### src/rtl/wb_fibo_ctrl_mc.sv
// Multi-channel Wishbone control/status slave for the Fibonacci user project.
// Holds per-channel enable and clock-select registers, samples per-channel
// value readback, and provides a 32-bit mailbox FIFO with sticky, maskable
// interrupt status.
//
// Handshake: a transaction is a request cycle where stb & cyc are high, the
// address falls in the 256-byte window, and no ack is currently asserted.
// The slave answers every such request with a single-cycle wbs_ack_o pulse on
// the following cycle. All side effects and the read-data capture happen on
// the same clock edge that raises the ack. A master that keeps stb/cyc high
// therefore gets one transaction every two cycles.
module wb_fibo_ctrl_mc #(
  parameter logic [31:0] BASE_ADDRESS = 32'h3000_0000,
  parameter int          CHANNELS     = 4,
  parameter int          CLOCK_WIDTH  = 6,
  parameter int          VAL_WIDTH    = 30,
  parameter int          FIFO_DEPTH   = 8,
  parameter logic [31:0] ID           = 32'h4669626f
) (
  input  logic                            wb_clk_i,
  input  logic                            reset,
  input  logic                            wbs_stb_i,
  input  logic                            wbs_cyc_i,
  input  logic                            wbs_we_i,
  input  logic [3:0]                      wbs_sel_i,
  input  logic [31:0]                     wbs_dat_i,
  input  logic [31:0]                     wbs_adr_i,
  output logic                            wbs_ack_o,
  output logic [31:0]                     wbs_dat_o,
  input  logic [CHANNELS*VAL_WIDTH-1:0]   val_i,
  output logic [CHANNELS-1:0]             switch,
  output logic [CHANNELS*CLOCK_WIDTH-1:0] clock_sel,
  output logic [2:0]                      irq
);

  localparam int PTR_W = $clog2(FIFO_DEPTH);
  localparam int CNT_W = PTR_W + 1;
  localparam logic [31:0] INFO_WORD = {8'(FIFO_DEPTH), 8'(CHANNELS),
                                       8'(VAL_WIDTH), 8'(CLOCK_WIDTH)};

  // Bus-side state
  logic                   ack_q;
  logic [31:0]            dat_q;
  logic [2:0]             irq_q;

  // Control registers
  logic [2:0]             irq_mask_q;
  logic [CHANNELS-1:0]    switch_q;
  logic [CLOCK_WIDTH-1:0] clk_sel_q [CHANNELS];
  logic                   overflow_q;
  logic                   panic_q;

  // Mailbox FIFO
  logic [31:0]            fifo_mem [FIFO_DEPTH];
  logic [PTR_W-1:0]       wr_ptr;
  logic [PTR_W-1:0]       rd_ptr;
  logic [CNT_W-1:0]       fifo_count;
  logic                   fifo_empty;
  logic                   fifo_full;

  // Decode
  logic        hit;
  logic        txn;
  logic        wr_txn;
  logic        rd_txn;
  logic        is_ctl;
  logic        is_clk;
  logic        is_val;
  logic [2:0]  ctl_word;
  logic [3:0]  ch;
  logic [31:0] lane_mask;
  logic [2:0]  irq_status;
  logic [31:0] rd_data;
  logic        push_req;
  logic        push_ok;
  logic        push_ovf;
  logic        pop_ok;
  logic        ovf_clr;
  logic        panic_set;
  logic        unused_adr;

  assign hit       = wbs_stb_i & wbs_cyc_i & (wbs_adr_i[31:8] == BASE_ADDRESS[31:8]);
  assign txn       = hit & ~ack_q;
  assign wr_txn    = txn & wbs_we_i;
  assign rd_txn    = txn & ~wbs_we_i;
  assign is_ctl    = (wbs_adr_i[7:5] == 3'b000);
  assign is_clk    = (wbs_adr_i[7:6] == 2'b01);
  assign is_val    = (wbs_adr_i[7:6] == 2'b10);
  assign ctl_word  = wbs_adr_i[4:2];
  assign ch        = wbs_adr_i[5:2];
  assign lane_mask = {{8{wbs_sel_i[3]}}, {8{wbs_sel_i[2]}},
                      {8{wbs_sel_i[1]}}, {8{wbs_sel_i[0]}}};
  assign unused_adr = ^wbs_adr_i[1:0];

  assign fifo_empty = (fifo_count == '0);
  assign fifo_full  = (fifo_count == CNT_W'(FIFO_DEPTH));
  assign irq_status = {panic_q, overflow_q, ~fifo_empty};

  // A push only counts with all four byte lanes; partial pushes vanish quietly.
  assign push_req  = wr_txn & is_ctl & (ctl_word == 3'd5) & (wbs_sel_i == 4'hF);
  assign push_ok   = push_req & ~fifo_full;
  assign push_ovf  = push_req & fifo_full;
  assign pop_ok    = rd_txn & is_ctl & (ctl_word == 3'd5) & ~fifo_empty;
  assign ovf_clr   = wr_txn & is_ctl & (ctl_word == 3'd2) & wbs_sel_i[0] & wbs_dat_i[1];
  assign panic_set = wr_txn & is_ctl & (ctl_word == 3'd7) & wbs_sel_i[0];

  assign wbs_ack_o = ack_q;
  assign wbs_dat_o = dat_q;
  assign irq       = irq_q;
  assign switch    = switch_q;

  genvar g;
  generate
    for (g = 0; g < CHANNELS; g++) begin : g_clk_out
      assign clock_sel[g*CLOCK_WIDTH +: CLOCK_WIDTH] = clk_sel_q[g];
    end
  endgenerate

  // Read-data mux; unmapped offsets and absent channels return zero.
  always_comb begin
    rd_data = '0;
    if (is_ctl) begin
      case (ctl_word)
        3'd0: rd_data = INFO_WORD;
        3'd1: rd_data = ID;
        3'd2: rd_data = {29'd0, irq_status};
        3'd3: rd_data = {29'd0, irq_mask_q};
        3'd4: rd_data[CHANNELS-1:0] = switch_q;
        3'd5: if (!fifo_empty) rd_data = fifo_mem[rd_ptr];
        3'd6: rd_data = {8'd0, 8'(fifo_count), 14'd0, fifo_full, fifo_empty};
        default: rd_data = {31'd0, panic_q};
      endcase
    end else if (is_clk) begin
      for (int c = 0; c < CHANNELS; c++) begin
        if (int'(ch) == c) rd_data[CLOCK_WIDTH-1:0] = clk_sel_q[c];
      end
    end else if (is_val) begin
      for (int c = 0; c < CHANNELS; c++) begin
        if (int'(ch) == c) rd_data = 32'(val_i[c*VAL_WIDTH +: VAL_WIDTH]);
      end
    end
  end

  // Ack pulse and read-data capture; writes leave the last read data in place.
  always_ff @(posedge wb_clk_i) begin
    if (reset) begin
      ack_q <= 1'b0;
      dat_q <= '0;
    end else begin
      ack_q <= txn;
      if (rd_txn) dat_q <= rd_data;
    end
  end

  // Control registers with byte-lane writes and sticky status bits.
  always_ff @(posedge wb_clk_i) begin
    if (reset) begin
      irq_mask_q <= '0;
      switch_q   <= '1;
      overflow_q <= 1'b0;
      panic_q    <= 1'b0;
      for (int c = 0; c < CHANNELS; c++) clk_sel_q[c] <= CLOCK_WIDTH'(1);
    end else begin
      if (wr_txn && is_ctl && ctl_word == 3'd3)
        irq_mask_q <= (irq_mask_q & ~lane_mask[2:0]) | (wbs_dat_i[2:0] & lane_mask[2:0]);
      if (wr_txn && is_ctl && ctl_word == 3'd4)
        switch_q <= (switch_q & ~lane_mask[CHANNELS-1:0]) |
                    (wbs_dat_i[CHANNELS-1:0] & lane_mask[CHANNELS-1:0]);
      for (int c = 0; c < CHANNELS; c++) begin
        if (wr_txn && is_clk && int'(ch) == c)
          clk_sel_q[c] <= (clk_sel_q[c] & ~lane_mask[CLOCK_WIDTH-1:0]) |
                          (wbs_dat_i[CLOCK_WIDTH-1:0] & lane_mask[CLOCK_WIDTH-1:0]);
      end
      // A new overflow beats a simultaneous clear.
      overflow_q <= push_ovf | (overflow_q & ~ovf_clr);
      if (panic_set) panic_q <= 1'b1;
    end
  end

  // FIFO pointers and occupancy; push and pop never share an edge.
  always_ff @(posedge wb_clk_i) begin
    if (reset) begin
      wr_ptr     <= '0;
      rd_ptr     <= '0;
      fifo_count <= '0;
    end else if (push_ok) begin
      wr_ptr     <= wr_ptr + PTR_W'(1);
      fifo_count <= fifo_count + CNT_W'(1);
    end else if (pop_ok) begin
      rd_ptr     <= rd_ptr + PTR_W'(1);
      fifo_count <= fifo_count - CNT_W'(1);
    end
  end

  // FIFO storage; contents are meaningless once the pointers reset.
  always_ff @(posedge wb_clk_i) begin
    if (!reset && push_ok) fifo_mem[wr_ptr] <= wbs_dat_i;
  end

  // Registered interrupt lines: status gated by mask, one cycle behind.
  always_ff @(posedge wb_clk_i) begin
    if (reset) irq_q <= '0;
    else       irq_q <= irq_status & irq_mask_q;
  end

endmodule

### config.mk
export PLATFORM = sky130hd
export DESIGN_NAME = wb_fibo_ctrl_mc
export DESIGN_NICKNAME = d
export VERILOG_FILES = /design/src/rtl/wb_fibo_ctrl_mc.sv
export SDC_FILE = /design/constraint.sdc
export NUM_CORES = 1
export LEC_CHECK = 0
export CAP_MARGIN = 20
export CORE_MARGIN = 5
export CORE_UTILIZATION = 35
export CTS_BUF_LIST = sky130_fd_sc_hd__clkbuf_4 sky130_fd_sc_hd__clkbuf_8 sky130_fd_sc_hd__clkbuf_16
export CTS_CLUSTER_DIAMETER = 80
export DETAILED_ROUTE_END_ITERATION = 12
export GPL_TIMING_DRIVEN = 0
export PLACE_DENSITY = 0.66
export SLEW_MARGIN = 20
export SYNTH_ARGS = -nofsm -noshare
export SYNTH_HDL_FRONTEND = slang
export SYNTH_SLANG_ARGS = --single-unit
### constraint.sdc
create_clock -name wb_clk_i -period 7 [get_ports wb_clk_i]
set_input_delay 1.05 -clock wb_clk_i [delete_from_list [all_inputs] [get_ports wb_clk_i]]
set_output_delay 1.05 -clock wb_clk_i [all_outputs]
set_load 0.01 [all_outputs]
==> out/metrics.yaml <==
hold_class: "flop to flop"
synth_top_flop_cell: "edfxtp_1"
critical_path_arrival_ns: 4.79
power.density_nw_per_um2: 219
finalNetCount: 1489
vias_per_cell: 5.59
cp-start-kind: "input pin"
synth_seq_cells: 338
async_flop_share_pct: 0
syn_area_per_cell_um2: 15.2
hold_viol: 0
clkLatencyLatePin_ns: 0.51
p_int_mw: 3.36
firstDrtPassIters: 5
wire_per_inst_um: 25.6
vias: 10400
period_minus_slack_ns: 4.58
path_class: "input pin to flop"
synth_top_area_share_pct: 57.1
ctsLongestPathBuffers: 3
start_util_pct: 35.2
peakVddDrop_v: 0.000153
timing.final.max_slew_violations: 0
crit_slowest_cell: "nor4b_2"
synth.cell_area_um2: 14700
cp_cell_sequence: "clkdlybuf4s50_1 -> nor3_4 -> nand3_1 -> nor4_4 -> and2_1 -> inv_1 -> nor4b_2 -> buf_4 -> buf_4 -> buf_4 -> buf_2"
synth_edf_count: 280
netlist_instances: 968
drc: 0
grt_pass1_wl_um: 68500
rows: 75
clkTransAtPathRegs_ns: 0.06
die_h_um: 215
hold_buffers: 0
rsz0062_at_grt: "false"
fin_skew_ns: 0.0125
fin_util_pct: 46.3
ys_types: 66
pwr-share-clk_pct: 42.3
grt_pass1_vias: 10300
dp_hpwl_um: 35500
die_x_um: 215
p_comb_share_pct: 6.3
fmax_mhz: 218
grt_start_max_net_pins: 24
fin_cells: 1854
fin_crit_sh_pct: 65.4
cts_resized: 0
cp_max_fo: 10
fin_setup_tns_ns: 0
place_congestion: 0.916
grt.total_usage_pct: 19.7
wl_um: 47500
synthTopCellsByCount: "280 x edfxtp_1, 63 x mux4_2, 58 x dfxtp_1, 55 x nor2_1, 52 x mux2i_1"
leakagePower_nw: 6.19
ctsRootBufferMaster: "clkbuf_16"
port_buffers: 250
switchingPower_uw: 877
synth_area_leaders: "edfxtp_1 57%, mux4_2 9.6%, dfxtp_1 7.9%, mux2i_1 3.5%, mux2_2 1.5%"
core_area_um2: 41800
drive_above_1_share_pct: 16.0
h-tree-depth: 2
ys_warn_count: 0
grt_overflow: 0
syn_nets: 1166
netSwitchingFraction_pct: 20.7
yosysMostFrequentCell: "edfxtp_1"
dieArea_um2: 46300
syn2layout_area_growth_pct: 31.5
setup_viol: 0
cts_sinks: 338
crit_top_cell: "buf_4"
antenna_found_initial: 6
max-cap-violations: 0
holdWs_ns: 0.466
endpoint_kind: "flop"
io_pins: 257
crit_path_max_incr_delay_ns: 0.61
cts-buffers-inserted: 35
post-cts-setup-buffers: 0
seq_area_um2: 9570
p_seq_share_pct: 51.5
slew_headroom_pct: 24.1
postRouteAntennaNets: 0
ys_seq_area_share_pct: 65.0
path_buf_inv: 6
cp.required_ns: 7.21
outcome: "completed"
first_iter_violations: 1191
n_fill_cell: 3646
synth_top_area_cell: "edfxtp_1"
place_area_um2: 18200
placed_cells: 1793
multiInputGateArea_um2: 4900
max_slew.worst_pin.slew_ns: 1.14
final_area_um2: 19400
crit_family: "simple AND/OR/NAND/NOR gates"
cts_tree: "done"
tightest hold or removal path, delay by kind of cell (launching register included):
family | cells | cell delay, ns
AO/OA/AOI/OAI | 1 | 0.05
flip-flops | 1 | 0.31
AND/OR/NAND/NOR | 1 | 0.05
final cells by class:
class / count / area share [%]
Inverter: 6 / 0.116
Clock buffer: 40 / 4.72
Antenna cell: 1 / 0.0129
Sequential cell: 338 / 49.4
Multi-Input combinational cell: 558 / 25.3
Timing Repair Buffer: 286 / 14.5
Buffer: 66 / 1.38
Tap cell: 539 / 3.48
Clock inverter: 20 / 0.976
flip-flops by register name, summed over array words and instances, names as in the netlist, named ones only:
signal      count
fifo_mem      256
wbs_dat_o      32
clk_sel_q      24
fifo_count      4
irq             3
rd_ptr          3
wr_ptr          3
overflow_q      1
panic_q         1
wbs_ack_o       1
cell families (layout without fill, tap and decap cells):
family / count (synthesis) / count (layout) / synth area share [%]
compound gates: 178 / 178 / 8.48
xor+xnor: 2 / 2 / 0.119
fa+ha+maj: 5 / 5 / 0.476
buf+inv: 72 / 418 / 1.97
flops: 338 / 338 / 65.0
mux: 136 / 136 / 14.8
other cells: 0 / 1 / 0
simple gates: 237 / 237 / 9.16
path summary, 6_finish.rpt:
check	from	slack, ns	depth (start not counted)	endpoint
worst min-delay path	wbs_dat_o[5]$_SDFFE_PP0P_	0.47	2	wbs_dat_o[5]$_SDFFE_PP0P_
worst max register to register	wbs_ack_o$_SDFF_PP0_	3.45	10	fifo_mem[0][20]$_DFFE_PP_
worst min register to register	wbs_dat_o[5]$_SDFFE_PP0P_	0.47	2	wbs_dat_o[5]$_SDFFE_PP0P_
worst max-delay path	wbs_adr_i[6]	2.42	11	fifo_mem[0][20]$_DFFE_PP_
cell usage in the layout (no fill, tap or decap), types with 6 or more instances in the layout:
master           instances
buf_4                   18
a22o_1                  11
o21ai_0                 19
mux2i_1                 52
nand3_1                  9
nand2b_1                29
inv_1                    6
buf_6                    8
nor3_1                  28
nand2_1                 49
edfxtp_1               280
mux2_2                  20
clkdlybuf4s50_1        250
mux4_2                  63
a22oi_1                 27
clkinv_1                 9
clkbuf_16               35
o22ai_1                 11
nor2b_1                 10
nor2_1                  55
buf_2                   24
clkbuf_1                43
a21oi_1                 41
o2bb2ai_1               14
buf_1                    7
nor4_1                   7
o221ai_1                 6
a221oi_1                 6
a31oi_1                  9
dfxtp_1                 58
metal layers:
metal	wire length, µm	global-route usage [%]	share of wire (%)	vias up
met5	67	0	0.14	-
met4	2200	8.00	4.6	10
met3	4520	5.49	9.5	139
met2	22400	31.8	47	531
met1	18300	25.2	39	5152
li1	-	-	-	4533
per-stage QoR:
stage / setup WS [ns] / total power, mW
after floorplan: 0.707 / 2.30
after global placement: -3.62 / 2.48
after detailed placement: 1.97 / 2.49
after CTS: 2.48 / 4.27
after global routing: 2.31 / 4.37
final: 2.42 / 4.24
power by group through the flow:
stage	Clock [mW]	Combinational, mW	Sequential [mW]
6_report	1.79	0.265	2.18
5_1_grt	1.91	0.279	2.18
4_1_cts	1.82	0.263	2.18
3_5_place_dp	0	0.262	2.22
3_3_place_gp	0	0.259	2.22
2_1_floorplan	0	0.0759	2.23
Note: power is estimated with default switching activity, not from simulation.
==> patch (same flow settings) <==
`FIFO_DEPTH`: 8 -> 4.
--- a/src/rtl/wb_fibo_ctrl_mc.sv
+++ b/src/rtl/wb_fibo_ctrl_mc.sv
@@ -14,7 +14,7 @@
   parameter int          CHANNELS     = 4,
   parameter int          CLOCK_WIDTH  = 6,
   parameter int          VAL_WIDTH    = 30,
-  parameter int          FIFO_DEPTH   = 8,
+  parameter int          FIFO_DEPTH   = 4,
   parameter logic [31:0] ID           = 32'h4669626f
 ) (
   input  logic                            wb_clk_i,
Behaviour: not the same (a bounded check fails within 4 cycles, from zero or initial values and one cycle with reset high).
==> patch against the original RTL <==
Design area is 31% lower. Via count shrank 24%. Power decreased by 34%. Setup slack better by 0.77 ns. Sequential cell count shrank 132. Synthesized cell count decreased by 23%. Synthesized area down 35%. Wire length down 29%. Die area shrank 34%. Critical endpoint is now fifo_count[2]$_SDFFE_PP0P_. Largest cell class unchanged.
==> patch: results (changes against the original RTL) <==
metric;value;unit;change
status;finished clean;;
ys_seq_area_share;59.0;%;-6.0 points
r2r_end;wbs_dat_o[30]$_SDFFE_PP0P_;;
regToRegSetupSlack;4.42;ns;+0.97 ns
use_met1;27.8;%;+2.6 points
dp_worst_setup_slack;2.68;ns;+0.713 ns
portBuffers;251;;+0.40%
place_area;12700;sq um;-31%
dr_total_vias;7887;;-24%
wire_per_inst;24.4;um;-4.8%
nets;1229;;-17%
pwr-share-comb;8.6;%;+2.3 points
wl_met3;3.77;mm;-17%
r2r_cells;6;;-4
worst_pin_slew;1.14;ns;+0.00607 ns
seq_cells;206;;-39%
grtUsageMet3;6.26;%;+0.78 points
crit_end;fifo_count[2]$_SDFFE_PP0P_;;
cts-buffers-inserted;23;;-34%
synth_cell_types;69;;+4.5%
postSynthCellCount;750;;-23%
synth_enable_flop_cells;152;;-46%
critical_path_arrival;4.22;ns;-0.57 ns
grt_pass1_wl;49.4;mm;-28%
seq_area;5650;sq um;-41%
whs;0.455;ns;-0.0117 ns
place_hpwl;26.0;mm;-27%
min_to;wbs_dat_o[31]$_SDFFE_PP0P_;;
antenna_found_initial;1;;-5
path_max_fanout;8;;-2
p_clk;1220;uW;-32%
p_per_area;207;nW/um^2;-5.6%
grt_pass1_vias;7723;;-25%
fillers;2441;;-33%
largest_reg_flops;128;;-50%
grtUsageMet2;34.9;%;+3.1 points
grt_start_max_net_pins;22;;-8.3%
buf_share;21.3;%;+5.3 points
gp_congestion;0.903;;-1.4%
grt_usage;21.1;%;+1.4 points
areaGrowthSynthToFinish;40.6;%;
routed_via_density;5.67;;+1.5%
clkbuf_count;32;;-20%
skew;0.0115;ns;-0.00108 ns
place_inst;1347;;-25%
holdCritStartpoint;wbs_dat_o[31]$_SDFFE_PP0P_;;
synth_common_cells;edfxtp_1, a21oi_1, dfxtp_1, nor3_1, nor2_1;;
## patch: cell count changes in the layout (fill, tap and decap cells not counted), sizes merged, moves of 17 or more
cell    unedited run  this run
edfxtp           280       152
buf               59        17
mux2i             52        21
mux4              63        32
nand2             49        21
nor3              34        54
mux2              21         4
## patch: critical path: stages
cell	delay (ns)
clkdlybuf4s50_1	0.58
or3_4	0.49
or4_4	0.58
nor4b_4	0.32
inv_2	0.13
fa_1	0.40
o32a_1	0.36
mux2_1	0.31
## patch: kinds of logic (layout without fill, tap and decap cells)
kind of cell / Yosys count / in the layout / share of synthesized area (%)
mux: 57 / 57 / 10.2
flops: 206 / 206 / 59.0
compound gates: 180 / 180 / 12.8
xor+xnor: 2 / 2 / 0.183
other cells: 0 / 1 / 0
fa+ha+maj: 5 / 5 / 0.733
simple gates: 233 / 233 / 14.2
buf+inv: 67 / 365 / 2.84
